[src/rtl/div_iter_pkg.sv]
// Shared definitions for the iterative divider: default sizes and the
// controller state encoding.
package div_iter_pkg;

   localparam int DIV_WIDTH = 32;
   localparam int DIV_CNT_W = 6;

   typedef enum logic [1:0] {
      DIV_IDLE    = 2'd0,
      DIV_DIVZERO = 2'd1,
      DIV_ON      = 2'd2,
      DIV_END     = 2'd3
   } divState_t;

endpackage

[src/rtl/div_iter_if.sv]
// EX-stage divider port bundle. The master side is the pipeline (start,
// operands, annul); the slave side is the divider (result, done, stall).
interface div_iter_if
   import div_iter_pkg::*;
#(
   parameter int WIDTH = DIV_WIDTH
);

   logic                 start_i;
   logic                 signed_i;
   logic                 annul_i;
   logic [WIDTH-1:0]     opdata1_i;
   logic [WIDTH-1:0]     opdata2_i;
   logic [2*WIDTH-1:0]   result_o;
   logic                 ready_o;
   logic                 div_running;

   modport master (
      output start_i, signed_i, annul_i, opdata1_i, opdata2_i,
      input  result_o, ready_o, div_running
   );

   modport slave (
      input  start_i, signed_i, annul_i, opdata1_i, opdata2_i,
      output result_o, ready_o, div_running
   );

endinterface

[src/rtl/div_iter_step.sv]
// One radix-2 restoring division step. The kept remainder is shifted left
// with the next dividend bit; the divisor is subtracted and the difference
// is kept only when it does not borrow.
module div_step
   import div_iter_pkg::*;
#(
   parameter int WIDTH = DIV_WIDTH
) (
   input  logic [WIDTH:0]   remIn,
   input  logic             dvdBit,
   input  logic [WIDTH-1:0] divisor,
   output logic [WIDTH:0]   remOut,
   output logic             qBit
);

   logic [WIDTH+1:0] shifted_s;
   logic [WIDTH+1:0] diff_s;

   // Trial subtraction; the top bit of the difference is the borrow.
   always_comb begin
      shifted_s = {remIn, dvdBit};
      diff_s    = shifted_s - {2'b00, divisor};
      if (diff_s[WIDTH+1] == 1'b0) begin
         remOut = diff_s[WIDTH:0];
         qBit   = 1'b1;
      end else begin
         remOut = shifted_s[WIDTH:0];
         qBit   = 1'b0;
      end
   end

endmodule

[src/rtl/div_iter.sv]
// Multi-cycle restoring divider for DIV/DIVU in EX. Operands are reduced to
// magnitudes on entry, WIDTH restoring steps produce the unsigned quotient
// and remainder, and signs are re-applied on the way into the result register.
module div_iter
   import div_iter_pkg::*;
#(
   parameter int WIDTH = DIV_WIDTH,
   parameter int CNT_W = DIV_CNT_W
) (
   input logic      clk,
   input logic      rst,
   div_iter_if.slave bus
);

   divState_t            state_r;
   divState_t            nextState_s;
   logic [CNT_W-1:0]     count_r;
   logic [WIDTH:0]       partRem_r;
   logic [WIDTH:0]       remNext_s;
   logic [WIDTH-1:0]     dvdQuo_r;
   logic [WIDTH-1:0]     divisor_r;
   logic                 signed_r;
   logic                 sign1_r;
   logic                 sign2_r;
   logic [2*WIDTH-1:0]   result_r;
   logic                 ready_r;
   logic                 qBit_s;
   logic                 goStart_s;
   logic                 abort_s;
   logic                 lastStep_s;
   logic                 divZero_s;
   logic [WIDTH-1:0]     quotRaw_s;
   logic [WIDTH-1:0]     remRaw_s;
   logic [WIDTH-1:0]     quotFinal_s;
   logic [WIDTH-1:0]     remFinal_s;

   // Two's-complement magnitude of an operand when it is negative.
   function automatic logic [WIDTH-1:0] magnitude(input logic [WIDTH-1:0] v,
                                                  input logic neg);
      if (neg) begin
         return -v;
      end else begin
         return v;
      end
   endfunction

   div_step #(.WIDTH(WIDTH)) uStep (
      .remIn   (partRem_r),
      .dvdBit  (dvdQuo_r[WIDTH-1]),
      .divisor (divisor_r),
      .remOut  (remNext_s),
      .qBit    (qBit_s)
   );

   // Handshake decode: a new divide, an abort (annul or illegal start drop)
   // and the final iteration.
   always_comb begin
      goStart_s  = bus.start_i & ~bus.annul_i;
      abort_s    = bus.annul_i | ~bus.start_i;
      lastStep_s = (count_r == CNT_W'(WIDTH-1));
      divZero_s  = (bus.opdata2_i == {WIDTH{1'b0}});
   end

   // Final sign fix-up applied to the outcome of the last restoring step.
   always_comb begin
      quotRaw_s = {dvdQuo_r[WIDTH-2:0], qBit_s};
      remRaw_s  = remNext_s[WIDTH-1:0];
      if (signed_r && (sign1_r ^ sign2_r)) begin
         quotFinal_s = -quotRaw_s;
      end else begin
         quotFinal_s = quotRaw_s;
      end
      if (signed_r && sign1_r) begin
         remFinal_s = -remRaw_s;
      end else begin
         remFinal_s = remRaw_s;
      end
   end

   // Controller next-state logic; annul has priority over everything.
   always_comb begin
      nextState_s = state_r;
      case (state_r)
         DIV_IDLE: begin
            if (goStart_s) begin
               if (divZero_s) begin
                  nextState_s = DIV_DIVZERO;
               end else begin
                  nextState_s = DIV_ON;
               end
            end else begin
               nextState_s = DIV_IDLE;
            end
         end
         DIV_DIVZERO: begin
            if (abort_s) begin
               nextState_s = DIV_IDLE;
            end else begin
               nextState_s = DIV_END;
            end
         end
         DIV_ON: begin
            if (abort_s) begin
               nextState_s = DIV_IDLE;
            end else if (lastStep_s) begin
               nextState_s = DIV_END;
            end else begin
               nextState_s = DIV_ON;
            end
         end
         DIV_END: begin
            nextState_s = DIV_IDLE;
         end
         default: begin
            nextState_s = DIV_IDLE;
         end
      endcase
   end

   // Controller state register.
   always_ff @(posedge clk) begin
      if (rst) begin
         state_r <= DIV_IDLE;
      end else begin
         state_r <= nextState_s;
      end
   end

   // Operand capture in IDLE and one shift/subtract iteration per ON cycle.
   always_ff @(posedge clk) begin
      if (rst) begin
         count_r   <= {CNT_W{1'b0}};
         partRem_r <= {(WIDTH+1){1'b0}};
         dvdQuo_r  <= {WIDTH{1'b0}};
         divisor_r <= {WIDTH{1'b0}};
         signed_r  <= 1'b0;
         sign1_r   <= 1'b0;
         sign2_r   <= 1'b0;
      end else begin
         case (state_r)
            DIV_IDLE: begin
               if (nextState_s == DIV_ON) begin
                  count_r   <= {CNT_W{1'b0}};
                  partRem_r <= {(WIDTH+1){1'b0}};
                  dvdQuo_r  <= magnitude(bus.opdata1_i,
                                         bus.signed_i & bus.opdata1_i[WIDTH-1]);
                  divisor_r <= magnitude(bus.opdata2_i,
                                         bus.signed_i & bus.opdata2_i[WIDTH-1]);
                  signed_r  <= bus.signed_i;
                  sign1_r   <= bus.opdata1_i[WIDTH-1];
                  sign2_r   <= bus.opdata2_i[WIDTH-1];
               end
            end
            DIV_ON: begin
               partRem_r <= remNext_s;
               dvdQuo_r  <= {dvdQuo_r[WIDTH-2:0], qBit_s};
               count_r   <= count_r + CNT_W'(1);
            end
            default: begin
               count_r <= count_r;
            end
         endcase
      end
   end

   // Done pulse and result register; the result only changes on entry to END.
   always_ff @(posedge clk) begin
      if (rst) begin
         ready_r  <= 1'b0;
         result_r <= {(2*WIDTH){1'b0}};
      end else begin
         ready_r <= (nextState_s == DIV_END);
         if (nextState_s == DIV_END) begin
            if (state_r == DIV_DIVZERO) begin
               result_r <= {(2*WIDTH){1'b0}};
            end else begin
               result_r <= {remFinal_s, quotFinal_s};
            end
         end else begin
            result_r <= result_r;
         end
      end
   end

   assign bus.result_o    = result_r;
   assign bus.ready_o     = ready_r;
   assign bus.div_running = bus.start_i & ~bus.annul_i & ~ready_r;

endmodule

[src/flat_wrapper.sv]
// flat-port wrapper written by rule: the top's interface ports become plain ports
module div_iter_flat import div_iter_pkg::*;
#(
   parameter int WIDTH = DIV_WIDTH,
   parameter int CNT_W = DIV_CNT_W
)
  (clk, rst, bus_start_i, bus_signed_i, bus_annul_i, bus_opdata1_i, bus_opdata2_i, bus_result_o, bus_ready_o, bus_div_running);
  div_iter_if #(.WIDTH(WIDTH)) bus_i ();
  input logic clk;
  input logic rst;
  input wire logic [$bits(bus_i.start_i)-1:0] bus_start_i;
  input wire logic [$bits(bus_i.signed_i)-1:0] bus_signed_i;
  input wire logic [$bits(bus_i.annul_i)-1:0] bus_annul_i;
  input wire logic [$bits(bus_i.opdata1_i)-1:0] bus_opdata1_i;
  input wire logic [$bits(bus_i.opdata2_i)-1:0] bus_opdata2_i;
  output wire logic [$bits(bus_i.result_o)-1:0] bus_result_o;
  output wire logic [$bits(bus_i.ready_o)-1:0] bus_ready_o;
  output wire logic [$bits(bus_i.div_running)-1:0] bus_div_running;
  assign bus_i.start_i = bus_start_i;
  assign bus_i.signed_i = bus_signed_i;
  assign bus_i.annul_i = bus_annul_i;
  assign bus_i.opdata1_i = bus_opdata1_i;
  assign bus_i.opdata2_i = bus_opdata2_i;
  assign bus_result_o = bus_i.result_o;
  assign bus_ready_o = bus_i.ready_o;
  assign bus_div_running = bus_i.div_running;
  div_iter #(.WIDTH(WIDTH), .CNT_W(CNT_W)) u_core (.clk(clk), .rst(rst), .bus(bus_i));
endmodule
[config.mk]
export PLATFORM = sky130hd
export DESIGN_NAME = div_iter_flat
export DESIGN_NICKNAME = d
export VERILOG_FILES = /design/src/rtl/div_iter_pkg.sv /design/src/rtl/div_iter_if.sv /design/src/rtl/div_iter_step.sv /design/src/rtl/div_iter.sv /design/src/flat_wrapper.sv
export SDC_FILE = /design/constraint.sdc
export NUM_CORES = 1
export LEC_CHECK = 0
export ABC_AREA = 1
export BUFFER_PORTS_ARGS = -buffer_cell sky130_fd_sc_hd__buf_2
export CAP_MARGIN = 40
export CORE_MARGIN = 2
export CORE_UTILIZATION = 50
export DETAILED_ROUTE_END_ITERATION = 12
export PLACE_DENSITY = 0.7
export SLEW_MARGIN = 5
export SYNTH_ARGS = -nofsm -noshare
export SYNTH_HDL_FRONTEND = slang
export SYNTH_SLANG_ARGS = --single-unit
[constraint.sdc]
create_clock -name clk -period 5.2 [get_ports clk]
set_input_delay 0.52 -clock clk [delete_from_list [all_inputs] [get_ports clk]]
set_output_delay 0.52 -clock clk [all_outputs]
set_load 0.02 [all_outputs]
==> metrics.cfg, run 1 <==
[clocking]
clkLatencyLatePin_ns = 0.43
htreeDepth = 4
postCtsSetupBuffers = 0
clockBufferDepth = 2
clkTransAtPathRegs_ns = 0.08
cts_tree = done
cts_hold_buf = 0
cts_buffers = 17
clock-sinks = 173
cts_root_buffer = clkbuf_16
cts_resized = 0

[sta]
setup_viol = 0
drv_slew = 0
hold_viol = 0
rsz0062_at_grt = false
maxClockFrequency_ghz = 0.2149
fin_tns_setup_ns = 0
timing.final.crit_share_pct = 89.47
clock_skew_ns = 0.01378
setup_ws_ns = 0.5475
period_needed_ns = 4.653
relSlewSlack_pct = 53.30
worst_slew_pin_slew_ns = 0.7006

[die]
num_rows = 57
die_h_um = 162.2
die-area_um2 = 26300
fp.dieW_um = 162.2
num_io_pins = 135
coreArea_um2 = 24460
start_util_pct = 51.13

[synth]
synth_edf_count = 0
synth_ff_type = dfxtp_1
synth.distinct_cells = 55
async_reset_ff_share_pct = 0
netlist_instances = 2013
seq_area_frac_synth_pct = 27.69
synth_nets = 2120
post_synth.cell_area_avg_um2 = 6.214
syn_area_um2 = 12510
ys_seq_elements = 173
synth_warnings = 0

[global_route]
antenna_found_initial = 0
grt_max_degree = 61
grt-ovfl-total = 0
track_usage_pct = 29.89
grt_pass1_wl_um = 62870
grt_pass1_vias = 12180

[place]
gp_congestion = 0.9162
portBuffers = 134
post-place-ws_ns = 0.6601
dpl.hpwl_um = 30480

[worst_setup_path]
end_kind = flip-flop
required_ns = 5.56
path_buf_inv = 3
crit_path_frequent_cell = nand2_1
worstSetupStartpointType = flip-flop
worstPathArrival_ns = 5.01
slowest_delay_ns = 0.40
crit_fanout = 32
cpMaxStageDelayCell = nand2_4
path_cells = inv_1, ha_1, a21oi_1, nor2_1, nor2_2, nand2_1, a21oi_4, nand3_2, nand2_4, ha_1, inv_1, nor3_1, inv_1, nor3_1, nand3_1, nor3_2, nand3_1, nor3_1, nand4_1, nand2_1, nand2_1, xor2_1, nand2_1, a21oi_1
path_delay_family = simple AND/OR/NAND/NOR gates
critPathKind = flip-flop to flip-flop

[drt]
drt_iter0_markers = 1069
avgViaCountPerCell = 5.385
drt-wirelength-per-cell_um = 16.14
dr_total_vias = 13130
wl_um = 39350
dr.pass1.iters = 7
drtAntennaViolNets = 0
drc = 0

[final_layout]
multi_input_area_um2 = 7884
layout-drive-gt1-share_pct = 12.35
ff_latch_area_um2 = 3463
fillers = 2509
diodes = 0
area_delta_synth_final_pct = 11.42
nNetsFinal = 2208

[status]
status = completed

[power]
power_density_nw_per_um2 = 716.3
irDropWorstVdd_mv = 0.8115
p_leak_nw = 6.750

[hold_path]
holdCritPathClass = primary input to flip-flop

[run]
cap_violations = 0

==> final timing paths <==
path / startpoint / end / slack, ns / depth (start not counted)
max reg2reg: u_core.divisor_r[22] / u_core.bus.result_o[30] / 0.55 / 24
min reg2reg: u_core.bus.result_o[61] / u_core.bus.result_o[61] / 0.46 / 2
max: u_core.divisor_r[22] / u_core.bus.result_o[30] / 0.55 / 24
min: bus_opdata1_i[31] / u_core.sign1_r / 0.35 / 3
==> synth_stat cells (6+ instances only) <==
cell type / instances / area (um2)
inv_2: 11 / 41.29
buf_2: 10 / 50.05
nand3b_1: 9 / 67.56
or2_2: 6 / 37.54
o211ai_1: 7 / 52.55
nand3_1: 124 / 620.6
nor2_1: 181 / 679.4
a21oi_1: 203 / 1016
a22oi_1: 6 / 45.04
clkbuf_1: 52 / 195.2
ha_1: 37 / 462.9
o21ai_1: 13 / 65.06
nand2_2: 28 / 175.2
inv_1: 202 / 758.2
nor4_1: 12 / 75.07
nor2_2: 9 / 56.30
nand2_1: 623 / 2338
dfxtp_1: 173 / 3463
nor3_1: 20 / 100.1
xnor2_1: 34 / 297.8
nand2_4: 6 / 67.56
o21ai_0: 80 / 400.4
nand4_1: 23 / 143.9
xor2_1: 63 / 551.8
a31oi_1: 7 / 43.79
==> cell usage in the layout (no fill, tap or decap), types with 4 or more instances in the layout <==
cell	count
inv_2	11
nor2_1	179
nand3b_1	9
a21oi_2	5
nor3_1	20
clkinv_4	5
nand2_1	623
clkbuf_16	17
nand3_2	5
nor2_4	4
inv_1	201
o221ai_1	5
a22oi_1	6
nand3_1	124
o21bai_1	5
nor2_2	9
ha_1	37
o31ai_1	5
nand2_2	28
xor2_1	63
buf_4	10
a31oi_1	7
a21oi_1	203
nand4_1	23
o22ai_1	4
xnor2_1	34
o21ai_0	80
buf_2	133
dfxtp_1	173
nand2_4	6
o211ai_1	7
o21ai_1	13
or2_2	6
nor4_1	12
a2bb2oi_1	5
==> report_power, final <==
| group | internal, mW | switching (mW) | total (mW) |
|---|---|---|---|
| logic | 2.17 | 5.03 | 7.20 |
| registers | 1.41 | 0.0996 | 1.51 |
| clock network | 0.636 | 0.634 | 1.27 |
==> sequential cells by signal, indices dropped and copies added (netlist names) <==
name	flops
u_core.bus.result_o	64
u_core.partRem_r	33
u_core.divisor_r	32
u_core.dvdQuo_r	32
u_core.count_r	6
u_core.state_r	2
u_core.bus.ready_o	1
u_core.sign1_r	1
u_core.sign2_r	1
u_core.signed_r	1
==> stage by stage <==
stage / power, mW / util, % / std cells / hold slack, ns / area [um2]
3_5_place_dp: 8.609 / 54.66 / 2406 / 0.4519 / 13370
4_1_cts: 9.910 / 56.97 / 2438 / 0.3397 / 13940
6_report: 9.983 / 56.97 / 2438 / 0.3533 / 13940
3_3_place_gp: 8.595 / 54.44 / 2404 / 0.4481 / 13320
5_1_grt: 10.90 / 56.97 / 2438 / 0.3708 / 13940
2_1_floorplan: 7.212 / - / 2013 / 0.4353 / 12510
==> layer usage <==
metal	global-route usage, %	up-vias	share of wire [%]
li1	-	6707	-
met1	38.78	5960	44
met2	52.73	408	48
met3	4.060	54	5.4
met4	6.798	0	2.0
met5	0	-	0
==> worst register-to-register path: stages (launching register included) <==
cell	delay, ns
dfxtp_1	0.34
inv_1	0.05
ha_1	0.34
a21oi_1	0.22
nor2_1	0.07
nor2_2	0.10
nand2_1	0.11
a21oi_4	0.27
nand3_2	0.28
nand2_4	0.41
ha_1	0.23
inv_1	0.06
nor3_1	0.14
inv_1	0.07
nor3_1	0.24
nand3_1	0.16
nor3_2	0.20
nand3_1	0.18
nor3_1	0.34
nand4_1	0.18
nand2_1	0.13
nand2_1	0.07
xor2_1	0.16
nand2_1	0.08
a21oi_1	0.15
==> cell families (layout without fill, tap and decap cells) <==
group                      count (synthesis)  after routing  share of synthesized area [%]
buffers and inverters                    291            392                          9.403
and+or+nand+nor                         1058           1058                          36.51
xor gates and xnor gates                  97             97                          6.792
DFF                                      173            173                          27.69
adders and majority gates                 38             38                          3.861
AOI/OAI and AO/OA                        356            356                          15.74
==> cell type report <==
| class | count | area share (%) |
|---|---|---|
| Clock buffer | 19 | 3.106 |
| Clock inverter | 13 | 0.9516 |
| Inverter | 214 | 5.764 |
| Multi-Input combinational cell | 1549 | 56.57 |
| Sequential cell | 173 | 24.85 |
| Tap cell | 324 | 2.909 |
| Timing Repair Buffer | 146 | 5.853 |
Note: power is estimated with default switching activity, not from simulation.
==> run 2, diff against run 1 <==
--- a/config.mk
+++ b/config.mk
@@ -9,9 +9,8 @@
 export BUFFER_PORTS_ARGS = -buffer_cell sky130_fd_sc_hd__buf_2
 export CAP_MARGIN = 40
 export CORE_MARGIN = 2
-export CORE_UTILIZATION = 50
+export CORE_UTILIZATION = 35
 export DETAILED_ROUTE_END_ITERATION = 12
-export PLACE_DENSITY = 0.7
 export SLEW_MARGIN = 5
 export SYNTH_ARGS = -nofsm -noshare
 export SYNTH_HDL_FRONTEND = slang
==> metrics.cfg, run 2 (synthesis results as in run 1) <==
[clocking]
cts_buffers = 17  ; unchanged
htreeDepth = 4  ; unchanged
cts_hold_buf = 0  ; unchanged
cts_root_buffer = clkbuf_16
cts_tree = done
clock-sinks = 173  ; unchanged
clkTransAtPathRegs_ns = 0.08  ; about the same
clkLatencyLatePin_ns = 0.45  ; +0.02 ns
postCtsSetupBuffers = 0  ; unchanged
cts_resized = 0  ; unchanged
clockBufferDepth = 2  ; unchanged

[worst_setup_path]
crit_path_frequent_cell = nand2_1
reg2regPathDepth = 24  ; unchanged
critPathKind = flip-flop to flip-flop
worstSetupStartpointType = flip-flop
slowest_delay_ns = 0.41  ; about the same
crit_fanout = 32  ; unchanged
worstPathArrival_ns = 4.88  ; -0.13 ns
required_ns = 5.51  ; -0.05 ns
end_kind = flip-flop
cpMaxStageDelayCell = nand2_4
path_cells = inv_1, ha_1, a21oi_1, nor2_1, nor2_2, nand2_1, a21oi_4, nand3_2, nand2_4, ha_1, inv_1, nor3_1, inv_1, nor3_1, nand3_1, nor3_2, nand3_1, nor3_1, nand4_1, nand2_1, nand2_1, xor2_1, nand2_1, a21oi_1

[final_layout]
largest_reg_flops = 64  ; unchanged
fin_util_pct = 39.91  ; -17 points
nNetsFinal = 2207  ; -0.045%
final_cell_mix = nand2_1 (623), a21oi_1 (203), inv_1 (201)
instances_no_fill = 2574  ; +5.6%
area_delta_synth_final_pct = 12.93
fillers = 3925  ; +56%
final_common_cell = nand2_1
layout-drive-gt1-share_pct = 12.40  ; +0.053 points
diodes = 0  ; unchanged

[sta]
holdWs_ns = 0.3591  ; +0.005783 ns
rsz0062_at_grt = false
timing.final.crit_share_pct = 87.87  ; -1.6 points
hold_viol = 0  ; unchanged
setup_viol = 0  ; unchanged
clock_skew_ns = 0.01451  ; +0.0007282 ns
maxClockFrequency_ghz = 0.2188  ; +1.8%
period_needed_ns = 4.569  ; -0.08307 ns
setup_ws_ns = 0.6305  ; +0.08307 ns
relSlewSlack_pct = 48.67  ; -4.6 points
fin_tns_setup_ns = 0  ; unchanged
drv_slew = 0  ; unchanged
worst_slew_pin_slew_ns = 0.7699  ; +0.06938 ns

[power]
p_leak_nw = 6.758  ; +0.12%
power_density_nw_per_um2 = 707.4  ; -1.2%
irDropWorstVdd_mv = 0.7314  ; -9.9%

[hold_path]
holdPathStages = 3  ; unchanged
holdCritPathClass = primary input to flip-flop

[place]
gp_congestion = 0.9431  ; +2.9%
portBuffers = 134  ; unchanged
post-place-ws_ns = 0.6988  ; +0.03868 ns
dp_cells = 2542  ; +5.7%
dpl.hpwl_um = 32520  ; +6.7%

[global_route]
grt_max_degree = 70  ; +15%
track_usage_pct = 22.68  ; -7.2 points
grt_pass1_vias = 11950  ; -1.8%
grt-ovfl-total = 0  ; unchanged
grt_pass1_wl_um = 65620  ; +4.4%
antenna_found_initial = 0  ; unchanged

[drt]
drt_iter0_markers = 1024  ; -4.2%
dr_total_vias = 13020  ; -0.85%
drc = 0  ; unchanged
drt-wirelength-per-cell_um = 16.20  ; +0.37%
wl_um = 41690  ; +6.0%
avgViaCountPerCell = 5.057  ; -6.1%
dr.pass1.iters = 5  ; -2
drtAntennaViolNets = 0  ; unchanged

[die]
coreArea_um2 = 35400  ; +45%
start_util_pct = 35.34  ; -16 points
die_h_um = 193.0  ; +19%
fp.dieW_um = 193.0  ; +19%
num_io_pins = 135  ; unchanged
die-area_um2 = 37270  ; +42%
num_rows = 69  ; +21%

[run]
cap_violations = 0  ; unchanged

[status]
status = completed

run 2: changes by cell type in the layout (fill, tap and decap cells not counted), sizes merged:
cell / change
clkinv: +1
clkbuf: -1
buf: -1
run 2: layer usage:
metal / vias up / routed length [um] / track usage (%)
met5: - / 0 / 0
li1: 6692 / - / -
met2: 337 / 18910 / 36.00
met4: 0 / 1170 / 8.246
met3: 58 / 1872 / 3.439
met1: 5931 / 19740 / 31.11
run 2: final cells by class:
cell class	instances	area, um2	share of cell area [%]
clock inverter	14	151.4	1.072
multi-input combinational	1549	7884	55.81
inverter	214	803.3	5.686
timing repair buffer	145	808.3	5.722
sequential	173	3463	24.52
tap	461	576.8	4.083
clock buffer	18	439.2	3.109
run 2: per-stage QoR:
| step | area (um2) | power, mW |
|---|---|---|
| after floorplan | 12510 | 7.212 |
| after global placement | 13480 | 8.651 |
| after detailed placement | 13540 | 8.638 |
| after CTS | 14130 | 9.973 |
| after global routing | 14130 | 11.03 |
| final | 14130 | 9.992 |
run 2: power breakdown:
part           switching (mW)  total [mW]  internal [mW]
clock                   0.649        1.30          0.653
sequential             0.0999        1.51           1.41
combinational            5.01        7.18           2.17
run 2: critical path, delay by kind of cell (launching register included):
family | cells | cell delay (ns)
XOR/XNOR | 1 | 0.14
buffers and inverters | 3 | 0.17
adder cells (fa/ha/maj) | 2 | 0.58
flip-flops | 1 | 0.33
AND/OR/NAND/NOR | 15 | 2.65
AO/OA/AOI/OAI | 3 | 0.56
run 2: final timing paths:
check	end	slack [ns]	from
setup / recovery	u_core.bus.result_o[30]	0.63	u_core.divisor_r[22]
hold / removal	u_core.sign1_r	0.36	bus_opdata1_i[31]
setup reg to reg	u_core.bus.result_o[30]	0.63	u_core.divisor_r[22]
hold reg to reg	u_core.bus.result_o[55]	0.46	u_core.bus.result_o[55]
==> run 3, diff against run 2 <==
--- a/config.mk
+++ b/config.mk
@@ -5,7 +5,6 @@
 export SDC_FILE = /design/constraint.sdc
 export NUM_CORES = 1
 export LEC_CHECK = 0
-export ABC_AREA = 1
 export BUFFER_PORTS_ARGS = -buffer_cell sky130_fd_sc_hd__buf_2
 export CAP_MARGIN = 40
 export CORE_MARGIN = 2
==> constraint.sdc (replaced) <==
create_clock -name clk -period 5.5 [get_ports clk]
set_input_delay 0.55 -clock clk [delete_from_list [all_inputs] [get_ports clk]]
set_output_delay 0.55 -clock clk [all_outputs]
set_load 0.02 [all_outputs]
==> metrics.cfg, run 3 <==
[power]
switching_share_pct = 38.95  ; -19 points
switching_power_mw = 1.575  ; -73%
power_density_nw_per_um2 = 303.6  ; -57%
internal-power_mw = 2.469  ; -42%
p_leak_nw = 5.355  ; -21%
combPwrFrac_pct = 36.6  ; -35 points
p_clk_share_pct = 30.4  ; +17 points
finalPower_mw = 4.045  ; -60%
irDropWorstVdd_mv = 0.2758  ; -62%
p_seq_share_pct = 33.0  ; +18 points

[worst_setup_path]
crit_path_frequent_cell = ha_1
reg2regPathDepth = 18  ; -25%
slowest_delay_ns = 0.52  ; +0.11 ns
path_cells = ha_1, nand4_1, nor2_1, nand3_1, a31oi_1, a211o_1, nor2_4, inv_2, o21ai_0, inv_1, ha_1, nand2_1, nor4_2, a41oi_1, or3b_1, o41ai_2, xnor2_1, o21ai_1
worstPathArrival_ns = 5.35  ; +0.47 ns
crit_fanout = 13  ; -59%
rrSetupSlack_ns = 0.48  ; -0.15 ns
path_delay_family = compound AO/OA/AOI/OAI gates
worstSetupStartpointType = flip-flop
end_kind = flip-flop
rr_startpoint = u_core.partRem_r[18]
path_buf_inv = 2  ; -1
reg2reg_to = u_core.bus.result_o[56]
cpMaxStageDelayCell = ha_1
critPathKind = flip-flop to flip-flop
required_ns = 5.83  ; +0.32 ns

[global_route]
grt_pass1_wl_um = 57440  ; -12%
grt-ovfl-total = 0  ; unchanged
grt_max_degree = 69  ; -1.4%
track_usage_pct = 21.13  ; -1.5 points
grt_pass1_vias = 10320  ; -14%
antenna_found_initial = 0  ; unchanged

[die]
start_util_pct = 35.58  ; +0.24 points
fp.dieW_um = 186.1  ; -3.6%
coreArea_um2 = 32620  ; -7.8%
num_io_pins = 135  ; unchanged
die-area_um2 = 34630  ; -7.1%
num_rows = 66  ; -4.3%
die_h_um = 186.1  ; -3.6%

[final_layout]
fillers = 3459  ; -12%
final_common_cell = nor2_1
multi_input_area_um2 = 7556  ; -4.2%
final_cell_mix = nor2_1 (253), dfxtp_1 (173), buf_2 (133)
area_delta_synth_final_pct = 14.81
layout-drive-gt1-share_pct = 14.30  ; +1.9 points
nNetsFinal = 1724  ; -22%
diodes = 0  ; unchanged
ff_latch_area_um2 = 3463  ; unchanged
largest_reg_flops = 64  ; unchanged

[sta]
setup_viol = 0  ; unchanged
timing.final.crit_share_pct = 91.22  ; +3.3 points
hold_viol = 0  ; unchanged
maxClockFrequency_ghz = 0.1993  ; -8.9%
fin_tns_setup_ns = 0  ; unchanged
clock_skew_ns = 0.01271  ; -0.001799 ns
worst_slew_pin_slew_ns = 0.8458  ; +0.07588 ns
rsz0062_at_grt = false
drv_slew = 0  ; unchanged
period_needed_ns = 5.017  ; +0.4477 ns
relSlewSlack_pct = 43.00  ; -5.7 points

[clocking]
htreeDepth = 4  ; unchanged
cts_tree = done
clock-sinks = 173  ; unchanged
cts_resized = 0  ; unchanged
cts_hold_buf = 0  ; unchanged
clkLatencyLatePin_ns = 0.45  ; about the same
cts_root_buffer = clkbuf_16
clockBufferDepth = 2  ; unchanged
clkTransAtPathRegs_ns = 0.07  ; about the same
postCtsSetupBuffers = 0  ; unchanged
cts_buffers = 17  ; unchanged

[hold_path]
hold_end = u_core.sign1_r
holdPathStages = 3  ; unchanged
hp-start = bus_opdata1_i[31]
holdCritPathClass = primary input to flip-flop

[drt]
avgViaCountPerCell = 5.503  ; +8.8%
drt-wirelength-per-cell_um = 17.71  ; +9.4%
wl_um = 36690  ; -12%
drt_iter0_markers = 945  ; -7.7%
drtAntennaViolNets = 0  ; unchanged
dr_total_vias = 11400  ; -12%
dr.pass1.iters = 5  ; unchanged
drc = 0  ; unchanged

[synth]
netlist_instances = 1534  ; -24%
synth_nets = 1641  ; -23%
ys_top_cells_by_count = nor2_1 (255), dfxtp_1 (173), nand2_1 (123), a21oi_1 (113), clkbuf_1 (76)
seq_area_frac_synth_pct = 29.84  ; +2.2 points
synth_warnings = 0  ; unchanged
yosys.area.top_type = dfxtp_1
async_reset_ff_share_pct = 0  ; unchanged
post_synth.cell_area_avg_um2 = 7.565  ; +22%
yosysMostFrequentCell = nor2_1
syn_area_um2 = 11600  ; -7.2%
synth_top_area_share_pct = 29.84  ; +2.2 points
synth_ff_type = dfxtp_1
synth_edf_count = 0  ; unchanged
synth.area.top_cells = dfxtp_1 (30%), nor2_1 (8.2%), xor2_1 (5.4%)
synth.distinct_cells = 87  ; +58%
ys_seq_elements = 173  ; unchanged

[place]
gp_congestion = 0.9182  ; -2.6%
portBuffers = 134  ; unchanged
dpl.hpwl_um = 27970  ; -14%

[run]
cap_violations = 0  ; unchanged

[status]
status = completed

-- run 3: tightest hold or removal path, stage by stage --
cell and delay [ns]:
buf_2 0.12, nand2_1 0.05, a21oi_1 0.06
-- run 3: cell families (layout without fill, tap and decap cells) --
| kind of cell | count (synthesis) | in the layout | share of synthesized area, % |
|---|---|---|---|
| muxes | 20 | 20 | 1.757 |
| xor gates and xnor gates | 141 | 141 | 10.64 |
| adders and majority gates | 38 | 38 | 4.162 |
| buffers and inverters | 155 | 250 | 5.261 |
| DFF | 173 | 173 | 29.84 |
| and+or+nand+nor | 559 | 559 | 22.04 |
| AOI/OAI and AO/OA | 448 | 448 | 26.30 |
-- run 3: area by class of cell --
type	instances	area share [%]
multi-input cells	1206	56.71
repair buffers	158	7.034
inverters	61	1.718
well taps	442	4.151
flip-flops and latches	173	25.99
clock buffers	18	3.296
clock inverters	13	1.099
-- run 3: routing by layer --
layer  global-route usage [%]  wire length, um
met4                    5.102              489
met2                    32.21            16050
met1                    31.47            18310
met5                        0                0
met3                    2.465             1844
-- run 3: worst max path at each step --
stage / start / endpoint / slack, ns / depth (start not counted)
CTS: u_core.partRem_r[18] / u_core.bus.result_o[56] / 0.57 / 18
detailed placement: u_core.partRem_r[18] / u_core.bus.result_o[56] / 0.59 / 18
global route: u_core.partRem_r[18] / u_core.bus.result_o[56] / 0.10 / 18
finish: u_core.partRem_r[18] / u_core.bus.result_o[56] / 0.48 / 18
global placement: u_core.partRem_r[18] / u_core.bus.result_o[56] / 0.74 / 18
floorplan: u_core.divisor_r[20] / u_core.bus.result_o[56] / 1.06 / 25
-- run 3: power groups by stage --
stage               Combinational (mW)  Clock [mW]  Sequential (mW)
floorplan                         1.05           0             1.35
global placement                  1.44           0             1.36
detailed placement                1.45           0             1.36
CTS                               1.46        1.25             1.33
global route                      1.61        1.31             1.34
finish                            1.48        1.23             1.33
-- run 3: stage by stage --
step / util, % / instances / instance area (um2) / hold slack [ns] / setup slack, ns
floorplan: - / 1534 / 11600 / 0.4319 / 1.062
global placement: 38.72 / 2035 / 12630 / 0.4331 / 0.7416
detailed placement: 39.05 / 2040 / 12740 / 0.4369 / 0.5925
CTS: 40.85 / 2071 / 13320 / 0.3638 / 0.5723
global route: 40.85 / 2071 / 13320 / 0.4120 / 0.1026
finish: 40.85 / 2071 / 13320 / 0.3789 / 0.4829
